`src/rtl/ysyx_22051468_operand_scoreboard.sv`:
```
// Register scoreboard between decode and execute. It tracks outstanding writes per
// architectural register and holds issue back on RAW hazards and resource limits.
module ysyx_22051468_operand_scoreboard #(
  parameter int unsigned NREG         = 32,
  parameter int unsigned RIDX_W       = 5,
  parameter int unsigned CNT_W        = 2,
  parameter int unsigned MAX_INFLIGHT = 4,
  parameter int unsigned INF_W        = 3,
  parameter int unsigned BYPASS       = 1
) (
  input  logic              clk,
  input  logic              rst,
  input  logic              iss_valid,
  output logic              iss_ready,
  input  logic              iss_rd_need,
  input  logic              iss_rs1_need,
  input  logic              iss_rs2_need,
  input  logic [RIDX_W-1:0] iss_rd,
  input  logic [RIDX_W-1:0] iss_rs1,
  input  logic [RIDX_W-1:0] iss_rs2,
  input  logic              wb_valid,
  input  logic [RIDX_W-1:0] wb_rd,
  input  logic              flush,
  output logic [INF_W-1:0]  inflight,
  output logic              stall_raw,
  output logic              stall_full
);

  localparam logic [CNT_W-1:0] CNT_MAX = {CNT_W{1'b1}};
  localparam logic [CNT_W-1:0] CNT_ONE = CNT_W'(1);
  localparam logic [INF_W-1:0] INF_MAX = INF_W'(MAX_INFLIGHT);
  localparam logic [INF_W-1:0] INF_ONE = INF_W'(1);
  localparam logic             BYP_EN  = (BYPASS != 0);

  logic [CNT_W-1:0] cnt_q [NREG];
  logic [CNT_W-1:0] cnt_d [NREG];
  logic [INF_W-1:0] inflight_q;
  logic [INF_W-1:0] inflight_d;

  logic wb_eff;
  logic trk;
  logic byp1;
  logic byp2;
  logic hz1;
  logic hz2;
  logic full_cnt;
  logic full_inf;
  logic full_cond;
  logic fire_trk;

  // x0 is never a producer, so a writeback naming it retires nothing
  assign wb_eff = wb_valid & (wb_rd != '0);
  assign trk    = iss_rd_need & (iss_rd != '0);

  // A source is free if its only pending write retires this very cycle
  assign byp1 = BYP_EN & wb_valid & (wb_rd == iss_rs1) & (cnt_q[iss_rs1] == CNT_ONE);
  assign byp2 = BYP_EN & wb_valid & (wb_rd == iss_rs2) & (cnt_q[iss_rs2] == CNT_ONE);

  assign hz1 = iss_rs1_need & (iss_rs1 != '0) & (cnt_q[iss_rs1] != '0) & ~byp1;
  assign hz2 = iss_rs2_need & (iss_rs2 != '0) & (cnt_q[iss_rs2] != '0) & ~byp2;

  // A same-cycle retirement frees the slot the new instruction needs
  assign full_cnt  = (cnt_q[iss_rd] == CNT_MAX) & ~(wb_valid & (wb_rd == iss_rd));
  assign full_inf  = (inflight_q == INF_MAX) & ~wb_eff;
  assign full_cond = trk & (full_cnt | full_inf);

  assign iss_ready  = ~flush & ~(hz1 | hz2) & ~full_cond;
  assign stall_raw  = iss_valid & (hz1 | hz2);
  assign stall_full = iss_valid & ~stall_raw & full_cond;
  assign inflight   = inflight_q;

  assign fire_trk = iss_valid & iss_ready & trk;

  always_comb begin
    cnt_d      = cnt_q;
    inflight_d = inflight_q;
    if (flush) begin
      for (int unsigned i = 0; i < NREG; i++) cnt_d[i] = '0;
      inflight_d = '0;
    end else begin
      if (fire_trk && !(wb_eff && (wb_rd == iss_rd)))
        cnt_d[iss_rd] = cnt_q[iss_rd] + CNT_ONE;
      // Idle-register writebacks are protocol errors; hold at zero
      if (wb_eff && !(fire_trk && (wb_rd == iss_rd)) && (cnt_q[wb_rd] != '0))
        cnt_d[wb_rd] = cnt_q[wb_rd] - CNT_ONE;
      if (fire_trk && !wb_eff)
        inflight_d = inflight_q + INF_ONE;
      else if (!fire_trk && wb_eff && (inflight_q != '0))
        inflight_d = inflight_q - INF_ONE;
    end
  end

  always_ff @(posedge clk) begin
    if (rst) begin
      for (int unsigned i = 0; i < NREG; i++) cnt_q[i] <= '0;
      inflight_q <= '0;
    end else begin
      for (int unsigned i = 0; i < NREG; i++) cnt_q[i] <= cnt_d[i];
      inflight_q <= inflight_d;
    end
  end

  always_ff @(posedge clk) begin
    if (!rst && !flush && wb_eff)
      assert (cnt_q[wb_rd] != '0)
        else $error("writeback to register x%0d with no pending write", wb_rd);
  end

endmodule

```
`config.mk`:
```
export PLATFORM = sky130hd
export DESIGN_NAME = ysyx_22051468_operand_scoreboard
export DESIGN_NICKNAME = d
export VERILOG_FILES = /design/src/rtl/ysyx_22051468_operand_scoreboard.sv
export SDC_FILE = /design/constraint.sdc
export NUM_CORES = 1
export LEC_CHECK = 0
export ABC_AREA = 1
export CORE_UTILIZATION = 30
export DETAILED_ROUTE_END_ITERATION = 8
export PLACE_DENSITY = 0.46
export SLEW_MARGIN = 30
export SYNTH_ARGS = -nofsm -noshare
export SYNTH_HDL_FRONTEND = slang
export SYNTH_SLANG_ARGS = --single-unit
```
`constraint.sdc`:
```
create_clock -name clk -period 10.5 [get_ports clk]
set_input_delay 2.1 -clock clk [delete_from_list [all_inputs] [get_ports clk]]
set_output_delay 2.1 -clock clk [all_outputs]
set_load 0.05 [all_outputs]
```
==> results.ini <==
[flow_run]
maxCapViolCount=0

[grt]
grt_use_total_pct=26.9
grt_pass1_vias=8795
antenna_found_initial=0
grt_pass1_wl_mm=53.1
grt_start_max_net_pins=67
overflow=0

[cts]
clock_sinks=67
cts_setup_buffers=0
hold_buffers=0
h-tree-depth=3
clk_path_buf_depth=2
clockRootBuffer=clkbuf_16
cts_resized=0
cts_tree=yes
worstSkewPairLatency_ns=0.36
path_clk_slew_ns=0.06
cts-buffers-inserted=9

[synthesis]
ys_seq_area_share_pct=17.9
synth_edf_count=0
avgSynthCellArea_um2=5.25
ys_seq_elements=67
synth_cell_type_count=32
async_reset_ff_share_pct=0
netlist_instances=1429
netlist_area_um2=7500
syn_nets=1460
ys.flop_type=dfxtp_1
yosysWarnings=0

[floorplanning]
die_y_um=160
num_rows=57
core_area_um2=24400
die_area_um2=25600
start_util_pct=30.7
ios=34
die_w_um=160

[sta]
finalSetupTns_ns=0
setup_violations=0
min_period_ns=8.00
finalCritPeriodShare_pct=76.2
rsz0062_at_grt=false
relSlewSlack_pct=35.6
skew_ns=0.0130
finalMaxSlewViolations=0
finalHoldViolations=0
clock.fmax_mhz=125
worst_slack_ns=2.50
worst_pin_slew_ns=0.959

[power]
power_density_nw_per_um2=96.2
cellLeakagePower_nw=3.14
peakVddDrop_mv=0.0623

[routing]
routed-via-count=9522
vias_per_cell=5.54
routed_wl_mm=34.6
drtIter0Drc=1204
post-route-drc-count=0
antenna_left=0
wl_per_cell_um=20.1
first_pass_iters=6

[final_layout]
fillers=2820
nNetsFinal=1421
instances_no_fill=1719
drive_above_1_share_pct=3.80
syn_to_final_growth_pct=11.3
antenna_cells=0

[min_path]
hold_depth=2
hold_path_class=reg -> reg

[worst_setup_path]
critPathLaunchType=input pin
ff2ff_path_depth=19
critPathRequiredTime_ns=8.40
crit_fanout=18
cp.arrival_ns=5.90
path_class=in -> out
cp-end-kind=output pin

[placement]
place.gp.congestion=1.00
post-dp-hpwl_mm=22.2
placement.io_buffers=33
post-place-ws_ns=2.56
place_inst=1703

[status]
status=completed

## sequential cells by signal (all words and copies together) (netlist names)
signal / cells
inflight: 3
cnt_q: 64
## power by group
part	leakage (nW)	switching (mW)	internal (mW)
registers	0.539	0.000550	0.254
clock network	0.179	0.140	0.264
logic	2.43	0.105	0.0393
total	3.14	0.246	0.557
## path summary, 6_finish.rpt
check | startpoint | endpoint | slack (ns)
setup / recovery | iss_rd[0] | stall_full | 2.50
hold / removal | inflight[2] | inflight[2] | 0.57
hold reg to reg | inflight[2] | inflight[2] | 0.57
setup reg to reg | cnt_q[35] | inflight[2] | 6.30
## cell usage in the layout, fill, tap and decap left out, drive strengths merged
master,n
nand3b,1
o21bai,1
a21oi,14
o2111ai,1
dfxtp,67
a21boi,1
nand3,135
or2,1
clkinvlp,1
buf,17
o211ai,11
nor3,13
xnor2,5
inv,148
nand4,70
fa,1
nand2,368
o21ai,172
clkbuf,10
bufinv,4
ha,2
mux2i,9
o2111a,2
o31ai,1
nor2,239
o22ai,66
clkdlybuf4s50,32
clkinv,3
## through the flow
step	utilization [%]	total power [mW]	instance area, um2	hold slack (ns)
floorplan	-	0.350	7500	0.454
global placement	32.5	0.401	7940	0.545
detailed placement	32.7	0.400	7970	0.548
CTS	34.2	0.803	8340	0.560
global route	34.2	0.829	8350	0.608
finish	34.2	0.803	8350	0.570
## logic make-up (layout without fill, tap and decap cells)
family          after synthesis  in the layout  synth area share (%)
xor+xnor                      5              5                 0.584
compound gates              269            269                  20.0
mux                           9              9                  1.20
flops                        67             67                  17.9
buf+inv                     249            215                  13.3
fa+ha+maj                     3              3                 0.601
simple gates                827            827                  46.4
## synth_stat cells (all sizes together), types with 9 or more instances
cell type,number,area (um2)
a21oi,14,73.8
buf,43,224
clkbuf,56,210
dfxtp,67,1340
inv,148,556
mux2i,9,90.1
nand2,368,1380
nand3,135,676
nand4,70,450
nor2,239,897
nor3,13,65.1
o211ai,11,82.6
o21ai,172,865
o22ai,66,413
## final cells by class
type / count / area (um2) / share of cell area [%]
sequential: 67 / 1340 / 16.1
inverter: 150 / 563 / 6.75
clock inverter: 6 / 136 / 1.63
timing repair buffer: 49 / 465 / 5.58
clock buffer: 10 / 239 / 2.86
tap: 324 / 405 / 4.86
multi-input combinational: 1113 / 5200 / 62.3
## routing by layer
layer	global-route usage (%)	vias up	wire, um
met5	0	-	0
met4	10.0	0	1040
met3	3.48	65	2810
met2	41.3	483	15000
met1	38.2	4327	15700
li1	-	4647	-
## critical path, cell delays in order
cell,delay (ns)
clkdlybuf4s50_1,0.56
inv_1,0.08
nor2_1,0.46
clkinv_1,0.63
o22ai_1,0.26
o21ai_0,0.15
nand2_1,0.11
nor2_1,0.05
nand4_1,0.08
ha_1,0.21
o21ai_1,0.09
nand2_1,0.10
nand3_1,0.08
nor2_1,0.11
clkdlybuf4s50_1,0.80
(Power assumes the default switching activity.)
